--- src/rtl/fifo_ctrl_pkg.sv ---
// Shared constants and width helpers for the FIFO control shell and its FIFO instances.
package fifo_ctrl_pkg;
  localparam int DEF_DATA_WIDTH   = 25;
  localparam int DEF_DEPTH        = 256;
  localparam int DEF_AFULL_THRESH = 240;

  typedef enum logic {SRC0 = 1'b0, SRC1 = 1'b1} src_e;

  function automatic int clog2(input int v);
    int r;
    r = 0;
    while ((1 << r) < v) r++;
    return r;
  endfunction

  // Occupancy counter must represent 0..depth inclusive.
  function automatic int cnt_w(input int depth);
    return clog2(depth + 1);
  endfunction
endpackage

--- src/rtl/fifo_ctrl_if.sv ---
// Producer/consumer valid-ready streams around the FIFO control shell.
interface fifo_ctrl_if #(parameter int DATA_WIDTH = fifo_ctrl_pkg::DEF_DATA_WIDTH) ();
  logic [DATA_WIDTH-1:0] s0_data;
  logic                  s0_valid;
  logic                  s0_ready;
  logic [DATA_WIDTH-1:0] s1_data;
  logic                  s1_valid;
  logic                  s1_ready;
  logic [DATA_WIDTH-1:0] m_data;
  logic                  m_valid;
  logic                  m_ready;

  modport slave (
    input  s0_data, s0_valid, s1_data, s1_valid, m_ready,
    output s0_ready, s1_ready, m_data, m_valid
  );

  modport master (
    output s0_data, s0_valid, s1_data, s1_valid, m_ready,
    input  s0_ready, s1_ready, m_data, m_valid
  );
endinterface

--- src/rtl/fifo_ctrl_rr_arb2.sv ---
// Two-way round-robin arbiter; prio only moves when both sources contend for an enabled slot.
module rr_arb2
  import fifo_ctrl_pkg::*;
(
  input  logic       clk,
  input  logic       rst_n,
  input  logic       clr,
  input  logic       en,
  input  logic [1:0] req,
  output logic [1:0] rdy,
  output src_e       sel
);
  src_e       prio_q, prio_d;
  logic [1:0] gnt;

  always_comb begin
    rdy[0] = en & (!req[1] | (prio_q == SRC0));
    rdy[1] = en & (!req[0] | (prio_q == SRC1));
    gnt    = req & rdy;
    sel    = gnt[1] ? SRC1 : SRC0;
  end

  always_comb begin
    prio_d = prio_q;
    if (clr)
      prio_d = SRC0;
    else if (en && (&req))
      prio_d = (prio_q == SRC0) ? SRC1 : SRC0;
  end

  always_ff @(posedge clk or negedge rst_n) begin
    if (!rst_n) prio_q <= SRC0;
    else        prio_q <= prio_d;
  end
endmodule

--- src/rtl/fifo_ctrl.sv ---
// Control shell for a flagless circular-buffer FIFO: arbitrates two producers, tracks
// occupancy, and guards the FIFO against overflow/underflow and drives its reset/flush.
module fifo_ctrl
  import fifo_ctrl_pkg::*;
#(
  parameter int DATA_WIDTH   = DEF_DATA_WIDTH,
  parameter int DEPTH        = DEF_DEPTH,
  parameter int AFULL_THRESH = DEF_AFULL_THRESH
)(
  input  logic                      clk,
  input  logic                      rst_n,
  input  logic                      flush,
  fifo_ctrl_if.slave                bus,
  output logic [DATA_WIDTH-1:0]     fifo_di,
  output logic                      fifo_wren,
  output logic                      fifo_rden,
  output logic                      fifo_rst,
  input  logic [DATA_WIDTH-1:0]     fifo_do,
  output logic [cnt_w(DEPTH)-1:0]   count,
  output logic                      almost_full
);
  localparam int CW = cnt_w(DEPTH);

  logic          fifo_rst_q, fifo_rst_d;
  logic [CW-1:0] count_q, count_d;
  logic          afull_q, afull_d;
  logic          busy, full, empty, wr, rd, m_valid;
  logic [1:0]    req, rdy;
  src_e          sel;

  // While the FIFO is in reset its pointers are unknown-to-us, so all handshakes stall.
  assign busy  = fifo_rst_q;
  assign full  = (count_q == CW'(DEPTH));
  assign empty = (count_q == '0);
  assign req   = {bus.s1_valid, bus.s0_valid};

  rr_arb2 u_arb (
    .clk   (clk),
    .rst_n (rst_n),
    .clr   (flush),
    .en    (!busy && !full),
    .req   (req),
    .rdy   (rdy),
    .sel   (sel)
  );

  assign wr           = |(req & rdy);
  assign m_valid      = !busy && !empty;
  assign rd           = m_valid && bus.m_ready;

  assign bus.s0_ready = rdy[0];
  assign bus.s1_ready = rdy[1];
  assign bus.m_valid  = m_valid;
  assign bus.m_data   = fifo_do;

  assign fifo_di      = (sel == SRC1) ? bus.s1_data : bus.s0_data;
  assign fifo_wren    = wr;
  assign fifo_rden    = rd;
  assign fifo_rst     = fifo_rst_q;
  assign count        = count_q;
  assign almost_full  = afull_q;

  always_comb begin
    fifo_rst_d = flush;
    count_d    = count_q + CW'(wr) - CW'(rd);
    afull_d    = (count_d >= CW'(AFULL_THRESH));
    // Handshakes in the flush cycle still complete at the ports; the FIFO reset discards them.
    if (flush) begin
      count_d = '0;
      afull_d = 1'b0;
    end
  end

  always_ff @(posedge clk or negedge rst_n) begin
    if (!rst_n) begin
      fifo_rst_q <= 1'b1;
      count_q    <= '0;
      afull_q    <= 1'b0;
    end else begin
      fifo_rst_q <= fifo_rst_d;
      count_q    <= count_d;
      afull_q    <= afull_d;
    end
  end
endmodule

--- src/flat_wrapper.sv ---
// flat-port wrapper written by rule: the top's interface ports become plain ports
module fifo_ctrl_flat import fifo_ctrl_pkg::*;
#(
  parameter int DATA_WIDTH   = DEF_DATA_WIDTH,
  parameter int DEPTH        = DEF_DEPTH,
  parameter int AFULL_THRESH = DEF_AFULL_THRESH
)
  (clk, rst_n, flush, fifo_di, fifo_wren, fifo_rden, fifo_rst, fifo_do, count, almost_full, bus_s0_data, bus_s0_valid, bus_s1_data, bus_s1_valid, bus_m_ready, bus_s0_ready, bus_s1_ready, bus_m_data, bus_m_valid);
  fifo_ctrl_if #(.DATA_WIDTH(DATA_WIDTH)) bus_i ();
  input  logic clk;
  input  logic rst_n;
  input  logic flush;
  output logic [DATA_WIDTH-1:0] fifo_di;
  output logic fifo_wren;
  output logic fifo_rden;
  output logic fifo_rst;
  input  logic [DATA_WIDTH-1:0] fifo_do;
  output logic [cnt_w(DEPTH)-1:0] count;
  output logic almost_full;
  input wire logic [$bits(bus_i.s0_data)-1:0] bus_s0_data;
  input wire logic [$bits(bus_i.s0_valid)-1:0] bus_s0_valid;
  input wire logic [$bits(bus_i.s1_data)-1:0] bus_s1_data;
  input wire logic [$bits(bus_i.s1_valid)-1:0] bus_s1_valid;
  input wire logic [$bits(bus_i.m_ready)-1:0] bus_m_ready;
  output wire logic [$bits(bus_i.s0_ready)-1:0] bus_s0_ready;
  output wire logic [$bits(bus_i.s1_ready)-1:0] bus_s1_ready;
  output wire logic [$bits(bus_i.m_data)-1:0] bus_m_data;
  output wire logic [$bits(bus_i.m_valid)-1:0] bus_m_valid;
  assign bus_i.s0_data = bus_s0_data;
  assign bus_i.s0_valid = bus_s0_valid;
  assign bus_i.s1_data = bus_s1_data;
  assign bus_i.s1_valid = bus_s1_valid;
  assign bus_i.m_ready = bus_m_ready;
  assign bus_s0_ready = bus_i.s0_ready;
  assign bus_s1_ready = bus_i.s1_ready;
  assign bus_m_data = bus_i.m_data;
  assign bus_m_valid = bus_i.m_valid;
  fifo_ctrl #(.DATA_WIDTH(DATA_WIDTH), .DEPTH(DEPTH), .AFULL_THRESH(AFULL_THRESH)) u_core (.clk(clk), .rst_n(rst_n), .flush(flush), .bus(bus_i), .fifo_di(fifo_di), .fifo_wren(fifo_wren), .fifo_rden(fifo_rden), .fifo_rst(fifo_rst), .fifo_do(fifo_do), .count(count), .almost_full(almost_full));
endmodule
--- config.mk ---
export PLATFORM = sky130hd
export DESIGN_NAME = fifo_ctrl_flat
export DESIGN_NICKNAME = d
export VERILOG_FILES = /design/src/rtl/fifo_ctrl_pkg.sv /design/src/rtl/fifo_ctrl_if.sv /design/src/rtl/fifo_ctrl_rr_arb2.sv /design/src/rtl/fifo_ctrl.sv /design/src/flat_wrapper.sv
export SDC_FILE = /design/constraint.sdc
export NUM_CORES = 1
export LEC_CHECK = 0
export ABC_AREA = 1
export CORE_MARGIN = 2
export CORE_UTILIZATION = 30
export DETAILED_ROUTE_END_ITERATION = 12
export PLACE_DENSITY = 0.8
export SYNTH_ARGS = -nofsm -noshare
export SYNTH_HDL_FRONTEND = slang
export SYNTH_SLANG_ARGS = --single-unit
export TNS_END_PERCENT = 10
--- constraint.sdc ---
create_clock -name clk -period 4.6 [get_ports clk]
set_clock_uncertainty 0.1 [all_clocks]
set_input_delay 0.46 -clock clk [delete_from_list [all_inputs] [get_ports clk]]
set_output_delay 0.46 -clock clk [all_outputs]
set_load 0.01 [all_outputs]
# ---- Word level (Yosys, flattened, before mapping)
# Cells that the tools add are included.
dict set report word_totals {
  register_bits 12
  in_bits 81
  output_inout_bits 66
  elab_cells 34
}
dict set report classes {
  addsub 2
  magnitude_cmp 1
  n_eq_ne 1
  n_mux 7
  bitwise_logic 6
  n_reduce_logical 13
}
# cell count
set ops {}
lappend ops {{$mux 25} 1}
lappend ops {{$add 9x1->9} 1}
lappend ops {{$eq 9x9->1 const B} 1}
lappend ops {{$ge 9x8->1 const B} 1}
lappend ops {{$logic_not 9->1} 1}
lappend ops {{$mux 9} 1}
lappend ops {{$sub 9x1->9} 1}
lappend ops {{$logic_not 1->1} 5}
lappend ops {{$mux 1} 5}
lappend ops {{$logic_and 1x1->1} 4}
lappend ops {{$and 1x1->1} 2}
lappend ops {{$and 2x2->2} 1}
lappend ops {{$or 1x1->1} 2}
lappend ops {{$reduce_and 2->1} 1}
lappend ops {{$reduce_bool 2->1} 1}
lappend ops {{$reduce_or 2->1} 1}
lappend ops {{$not 1->1} 1}

# ---- Depth between registers and ports, before layout
# Gate-level depths: netlist of the first run.
dict set report depth {
  word_depth 10
  ltp_mapped 20
}

# ---- Cells and area by module
# Synthesis of the first run repeated with hierarchy kept, for this count alone.
dict set report hier_totals {
  cells_unflattened 192
  hier_area_um2 1452.6
}
# module instances cells_per_inst area_per_inst_um2
set modules_own_cells {}
lappend modules_own_cells {fifo_ctrl 1 179 1371.3}
lappend modules_own_cells {rr_arb2 1 13 81.3}

# ---- Least setup slack after synthesis of the first run
# No wires, ideal clock.
dict set report synth_timing {
  kind {reg2reg}
  start {register u_core.count_q[4], in the netlist u_core.count[4]}
  end {register u_core.afull_q, in the netlist u_core.almost_full}
  setup_time_ns 0.076
  arrival_ns 2.578
  t_required_ns 4.424
  setup_slack_ns 1.846
  stages_incl_launch_ff 19
  synth_period_minus_slack_ns 2.754
  cell_sequence {dfrtp_1 > inv_1 > ha_1 > nand2_1 > nor2_2 > nand2_1 > o21ai_0 > nor2_1 > ha_1 > inv_1 > ha_1 > fa_1 > nand2_1 > nand2_1 > nand3_1 > nand2_1 > nor2_1 > nand3_1 > o21ai_1}
}
dict set report synth_between {
  elab_cells_between_ends 15
  cone_classes {add/sub: 2; order compare: 1; eq/ne: 1; mux: 1; bitwise: 3; reduce/logical: 7}
}
# item line
set synth_lines {}
lappend synth_lines {{from (decl)} fifo_ctrl.sv:25} ;# logic [CW-1:0] count_q, count_d;
lappend synth_lines {{from (signal assigned)} fifo_ctrl.sv:81} ;# count_q <= count_d;
lappend synth_lines {{$logic_not 9->1} fifo_ctrl.sv:34} ;# assign empty = (count_q == '0);
lappend synth_lines {{$logic_not 1->1} fifo_ctrl.sv:48} ;# assign m_valid = !busy && !empty;
lappend synth_lines {{$logic_and 1x1->1} fifo_ctrl.sv:48}
lappend synth_lines {{$logic_and 1x1->1} fifo_ctrl.sv:49} ;# assign rd = m_valid && bus.m_ready;
lappend synth_lines {{via fifo_rden} flat_wrapper.sv:15} ;# output logic fifo_rden;
lappend synth_lines {{$sub 9x1->9} fifo_ctrl.sv:65} ;# count_d = count_q + CW'(wr) - CW'(rd);
lappend synth_lines {{$ge 9x8->1} fifo_ctrl.sv:66} ;# afull_d = (count_d >= CW'(AFULL_THRESH));
lappend synth_lines {{$mux 1} fifo_ctrl.sv:68} ;# if (flush) begin
lappend synth_lines {{via u_core.afull_d} fifo_ctrl.sv:26} ;# logic afull_q, afull_d;
lappend synth_lines {{to (signal assigned)} fifo_ctrl.sv:82} ;# afull_q <= afull_d;
lappend synth_lines {{to (decl)} fifo_ctrl.sv:26}
# The timed path passes the listed nets, and every way through them passes these cells.
# A chain may end at the register's enable or synchronous reset.

# ---- Worst setup path in the final report of the first run
dict set report layout_timing {
  start {register u_core.count_q[7], in the netlist u_core.count[7]}
  end {output fifo_di[14]}
}
dict set report layout_between {
  elab_chain_len 7
}
# item line
set layout_lines {}
lappend layout_lines {{$eq 9x9->1} fifo_ctrl.sv:33} ;# assign full = (count_q == CW'(DEPTH));
lappend layout_lines {{$logic_not 1->1} fifo_ctrl.sv:41} ;# .en (!busy && !full),
lappend layout_lines {{$logic_and 1x1->1} fifo_ctrl.sv:41}
lappend layout_lines {{$and 1x1->1} fifo_ctrl_rr_arb2.sv:18} ;# rdy[1] = en & (!req[0] | (prio_q == SRC1));
lappend layout_lines {{$and 2x2->2} fifo_ctrl_rr_arb2.sv:19} ;# gnt = req & rdy;
lappend layout_lines {{$mux 1} fifo_ctrl_rr_arb2.sv:20} ;# sel = gnt[1] ? SRC1 : SRC0;
lappend layout_lines {{$mux 25} fifo_ctrl.sv:56} ;# assign fifo_di = (sel == SRC1) ? bus.s1_data : bus.s0_data;
lappend layout_lines {{to (decl)} flat_wrapper.sv:13} ;# output logic [DATA_WIDTH-1:0] fifo_di;
# Every way passes these cells.

==> reports/qor.yml, run 1 <==
status:
  status: "finished, final reports clean"
setup_path:
  crit_chain: "inv_1 -> ha_1 -> inv_1 -> nor2_2 -> nand3_2 -> nand2_2 -> nor2_4 -> nand2_4 -> inv_6 -> nand2_1 -> nand2_1 -> clkdlybuf4s50_1"
  critPathTopFamily: "buffers and inverters"
  r2r_setup_slack_ps: 1610
  critPathRequiredTime_ps: 4040
  end_kind: "output pin"
  cp-start-kind: "register"
  path_buf_inv: 4
  reg2regPathDepth: 20
  critical-path-max-stage-delay_ps: 540
  crit_start: "u_core.count[7]$_DFF_PN0_"
  cp.arrival_ps: 2480
  r2r_start: "u_core.count[7]$_DFF_PN0_"
  reg2reg_to: "u_core.almost_full$_DFF_PN0_"
  crit_fanout: 26
  worstSetupPathType: "register to output pin"
  crit_slowest_cell: "clkdlybuf4s50_1"
grt:
  antenna_found_initial: 0
  grt_pass1_wl_mm: 6.72
  grt_remaining_overflow: 0
  grt_max_degree: 27
  grt_pass1_vias: 1451
  gr-usage-all-layers_pct: 15.3
sta:
  tns_ps: 0
  whs_ps: 471
  min_period_ps: 3040
  fmax_mhz: 329
  fin_crit_sh_pct: 66.2
  max_slew_margin_pct: 62.4
  setup_ws_ps: 1560
  drv_slew: 0
  worst_slew_pin_slew_ps: 562
  hold_viol: 0
  finalSetupViolations: 0
  rsz0062_at_grt: "no"
clock_tree:
  cts_setup_buffers: 0
  cts_tree: "done"
  worstSkewPairLatency_ps: 250
  cts_resized: 0
  htree_levels: 1
  ctsHoldBuffers: 0
  cts_sinks: 12
  cts_root_buffer: "clkbuf_8"
  clk_pin_slew_ps: 50
  cts_buffers: 3
  clock_path_buffers: 2
place:
  pre_cts_slack_ps: 1520
  portBuffers: 96
  dp_cells: 381
  gp_congestion: 0.991
  dp_hpwl_mm: 3.95
logic_synthesis:
  ys_async_sr_fraction_pct: 100
  yosysWarnings: 0
  synth_nets: 341
  ys.flop_type: "dfrtp_1"
  syn-cell-area_mm2: 0.00153
  avgSynthCellArea_um2: 6.19
  postSynthCellCount: 247
  ys_seq_area_share_pct: 19.7
  synth_cell_types: 22
  synth_edf_count: 0
  synth_seq_cells: 12
route:
  finalWirelength_mm: 4.71
  ant_nets: 0
  routed-via-count: 1676
  wire_per_inst_um: 12.2
  drt_pre_antenna_iters: 4
  route.detailed.drc: 0
  avgViaCountPerCell: 4.35
  initialDrtViolationCount: 47
cells_and_area:
  antenna_cells: 0
  final_cells: 385
  layout-drive-gt1-share_pct: 6.92
  area_growth_pct: 56.6
  final_cell_mix: "nand2_1, clkdlybuf4s50_1, inv_1, nor2_1"
  fillCellCount: 485
  finalNetCount: 413
die:
  die_h_um: 75.4
  initial_core_util_pct: 31.7
  pin_count: 147
  fp.dieW_um: 75.4
  num_rows: 25
  core_area_mm2: 0.00482
  die_area_mm2: 0.00568
flow_run:
  maxCapViolations: 0
power_and_ir_drop:
  leakagePower_nw: 1.22
  p_total_mw: 1.04
  ir_drop_uv: 319
  p_per_area_mw_per_mm2: 435
hold_path:
  min_path_type: "input pin to asynchronous set/reset pin"
-- cells by family after synthesis --
logic type | after synthesis | synth area share [%]
compound gates | 12 | 3.93
xor+xnor | 1 | 0.573
fa+ha+maj | 13 | 11.1
buf+inv | 64 | 24.2
flops | 12 | 19.7
simple gates | 145 | 40.4
-- how the worst max path moves through the flow --
| stage | cells after the start | slack, ps | to |
|---|---|---|---|
| floorplan | 18 | 1850 | u_core.almost_full$_DFF_PN0_ |
| global placement | 13 | 1590 | u_core.almost_full$_DFF_PN0_ |
| detailed placement | 13 | 1520 | u_core.almost_full$_DFF_PN0_ |
| CTS | 12 | 1540 | fifo_di[14] |
| global route | 19 | 1270 | u_core.almost_full$_DFF_PN0_ |
| finish | 12 | 1560 | fifo_di[14] |
-- metal layers --
| layer | part of all wire, % | up-vias | wire length, µm | global-route usage (%) |
|---|---|---|---|---|
| met4 | 1.9 | 0 | 88 | 5.26 |
| met2 | 47 | 93 | 2230 | 25.9 |
| met3 | 12 | 9 | 572 | 6.22 |
| li1 | - | 861 | - | - |
| met1 | 39 | 713 | 1820 | 17.3 |
| met5 | 0 | - | 0 | 0 |
-- metrics by stage --
step           util (%)  cell area, µm²
3_3_place_gp       48.6            2340
5_1_grt            49.7            2390
4_1_cts            49.7            2390
3_5_place_dp       48.6            2340
6_report           49.7            2390
2_1_floorplan         -            1530
-- registers in the layout, indices dropped and copies added (netlist names) --
signal / flops
u_core.u_arb.prio_q: 1
u_core.almost_full: 1
u_core.fifo_rst: 1
u_core.count: 9
-- cell usage after synthesis, types with 2 or more instances --
| master | number | area (µm²) |
|---|---|---|
| nand2_1 | 96 | 360 |
| inv_1 | 34 | 128 |
| buf_4 | 27 | 203 |
| nor2_1 | 19 | 71.3 |
| ha_1 | 12 | 150 |
| nand3_1 | 12 | 60.1 |
| dfrtp_1 | 11 | 275 |
| nand2_2 | 11 | 68.8 |
| a21oi_1 | 7 | 35.0 |
| o21ai_0 | 4 | 20.0 |
| nand4_1 | 2 | 12.5 |
| nor2_2 | 2 | 12.5 |
-- power breakdown --
part           switching, mW  internal, mW
clock                 0.0425        0.0759
sequential            0.0350         0.144
combinational          0.407         0.336
-- final cells by class --
| type | count | area [µm²] | area share [%] |
|---|---|---|---|
| timing repair buffer | 96 | 961 | 40.1 |
| sequential | 12 | 302 | 12.6 |
| clock buffer | 4 | 55.1 | 2.30 |
| tap | 67 | 83.8 | 3.50 |
| inverter | 35 | 136 | 5.69 |
| multi-input combinational | 171 | 857 | 35.8 |
(Power assumes the default switching activity.)
==> inputs of run 2 (changes only) <==
==> constraint.sdc (replaced) <==
create_clock -name clk -period 3.2 [get_ports clk]
set_clock_uncertainty 0.1 [all_clocks]
set_input_delay 0.32 -clock clk [delete_from_list [all_inputs] [get_ports clk]]
set_output_delay 0.32 -clock clk [all_outputs]
set_load 0.01 [all_outputs]
==> reports/qor.yml, run 2 (synthesized netlist as in run 1, its figures left out) <==
status:
  status: "finished, final reports clean"
sta:
  max_slew_margin_pct: 63.4  # +1.0 points
  hold_viol: 0  # unchanged
  setup_ws_ps: 181  # -1380 ps
  drv_slew: 0  # unchanged
  whs_ps: 332  # -139 ps
  min_period_ps: 3020
  fin_crit_sh_pct: 94.3
  fmax_mhz: 331
  worst_slew_pin_slew_ps: 547  # -15.2 ps
  finalSetupViolations: 0  # unchanged
  rsz0062_at_grt: "no"
setup_path:
  end_kind: "register"
  r2r_start: "u_core.count[5]$_DFF_PN0_"
  worstSetupPathType: "register to register"
  crit_slowest_cell: "dfrtp_1"
  crit_chain: "inv_1 -> ha_1 -> nand2_1 -> nor2_2 -> nand2_1 -> o21ai_2 -> nor2_1 -> ha_1 -> inv_1 -> ha_1 -> fa_1 -> nand2_1 -> nand2_2 -> nand3_1 -> nand2_1 -> nor2_1 -> nand3_1 -> o21ai_1"
  critical-path-max-stage-delay_ps: 400  # -140 ps
  cp-start-kind: "register"
  crit_top_cell: "nand2_1"
  critPathTopFamily: "adder cells"
  critPathRequiredTime_ps: 3270  # -770 ps
  cp.arrival_ps: 3080  # +600 ps
  crit_fanout: 4  # -85%
  crit_start: "u_core.count[5]$_DFF_PN0_"
  path_buf_inv: 2  # -2
route:
  routed-via-count: 1682  # +0.36%
  route.detailed.drc: 0  # unchanged
  avgViaCountPerCell: 4.36  # about the same
  ant_nets: 0  # unchanged
  finalWirelength_mm: 4.85  # +3.1%
  wire_per_inst_um: 12.6  # +2.8%
  drt_pre_antenna_iters: 4  # unchanged
  initialDrtViolationCount: 57  # +21%
cells_and_area:
  layout-drive-gt1-share_pct: 7.84  # +0.92 points
  fillCellCount: 487  # +0.41%
  final_cell_mix: "clkdlybuf4s50_1, nand2_1, inv_1, nor2_1"
  antenna_cells: 0  # unchanged
  mostFrequentLayoutCell: "clkdlybuf4s50_1"
  area_growth_pct: 57.5
  largest_reg_flops: 9  # unchanged
  finalNetCount: 414  # +0.24%
place:
  gp_congestion: 0.832  # -16%
  pre_cts_slack_ps: -104  # -1620 ps
  dp_hpwl_mm: 4.13  # +4.6%
  portBuffers: 96  # unchanged
grt:
  grt_pass1_wl_mm: 6.81  # +1.3%
  gr-usage-all-layers_pct: 15.4  # +0.11 points
  grt_remaining_overflow: 0  # unchanged
  grt_pass1_vias: 1509  # +4.0%
  antenna_found_initial: 0  # unchanged
  grt_max_degree: 27  # unchanged
die:
  die_area_mm2: 0.00568  # unchanged
  core_area_mm2: 0.00482  # unchanged
  num_rows: 25  # unchanged
  fp.dieW_um: 75.4  # unchanged
  die_h_um: 75.4  # unchanged
  initial_core_util_pct: 31.7  # unchanged
  pin_count: 147  # unchanged
power_and_ir_drop:
  ir_drop_uv: 617  # +93%
  p_per_area_mw_per_mm2: 631  # +45%
  leakagePower_nw: 1.22  # +0.51%
clock_tree:
  worstSkewPairLatency_ps: 240  # about the same
  cts_tree: "done"
  htree_levels: 1  # unchanged
  clock_path_buffers: 2  # unchanged
  clk_pin_slew_ps: 60  # about the same
  cts_root_buffer: "clkbuf_8"
  cts_sinks: 12  # unchanged
  cts_buffers: 3  # unchanged
  ctsHoldBuffers: 0  # unchanged
hold_path:
  min_path_type: "input pin to asynchronous set/reset pin"
flow_run:
  maxCapViolations: 0  # unchanged
-- run 2: path summary, 6_finish.rpt --
check / to / slack (ps) / cells after the start
max: u_core.almost_full$_DFF_PN0_ / 180 / 18
min reg2reg: u_core.u_arb.prio_q$_DFFE_PN0P_ / 500 / 3
min: u_core.count[5]$_DFF_PN0_ / 330 / 1
max in group asynchronous: u_core.fifo_rst$_DFF_PN1_ / 2300 / 1
min in group clk: u_core.u_arb.prio_q$_DFFE_PN0P_ / 500 / 3
max reg2reg: u_core.almost_full$_DFF_PN0_ / 180 / 18
-- run 2: worst reg2reg max path, delay by kind of cell, from the launching register on --
kind / cells / cell delay [ps]
AO/OA/AOI/OAI: 2 / 310
adder cells (fa/ha/maj): 4 / 1030
buffers and inverters: 2 / 140
flip-flops: 1 / 400
AND/OR/NAND/NOR: 10 / 970
-- run 2: power by group --
| group | total (mW) | leakage, nW | switching [mW] | internal (mW) |
|---|---|---|---|---|
| sequential | 0.259 | 0.153 | 0.0519 | 0.207 |
| clock | 0.167 | 0.0288 | 0.0586 | 0.109 |
| combinational | 1.09 | 1.04 | 0.605 | 0.489 |
| total | 1.52 | 1.22 | 0.715 | 0.805 |
-- run 2: through the flow --
stage / setup TNS, ps / utilization [%] / total power [mW] / instance area [µm²] / instances
detailed placement: -105 / 48.6 / 1.34 / 2340 / 381
floorplan: 0 / - / 0.961 / 1530 / 247
global placement: 0 / 48.6 / 1.31 / 2340 / 381
CTS: 0 / 49.7 / 1.51 / 2390 / 385
global route: 0 / 50.0 / 1.68 / 2410 / 386
finish: 0 / 50.0 / 1.52 / 2410 / 386
-- run 2: timing repair --
| item | 4_1_cts | 5_1_grt |
|---|---|---|
| gates resized for setup | 1 | 2 |
| endpoints found under the setup margin | 3 | 3 |
| buffers inserted | 0 | 1 |
| pin swaps | 0 | 1 |
-- run 2: area by class of cell --
cell class / instances / area, µm² / area share, %
inverters: 35 / 136 / 5.66
multi-input cells: 171 / 863 / 35.8
flip-flops and latches: 12 / 302 / 12.5
well taps: 67 / 83.8 / 3.48
clock buffers: 4 / 55.1 / 2.29
repair buffers: 97 / 968 / 40.2
-- run 2: metal layers --
layer  wire length (µm)  track usage [%]
met5                  0                0
met4                 63             5.26
met3                557             5.16
met2               2470             27.1
met1               1760             17.4
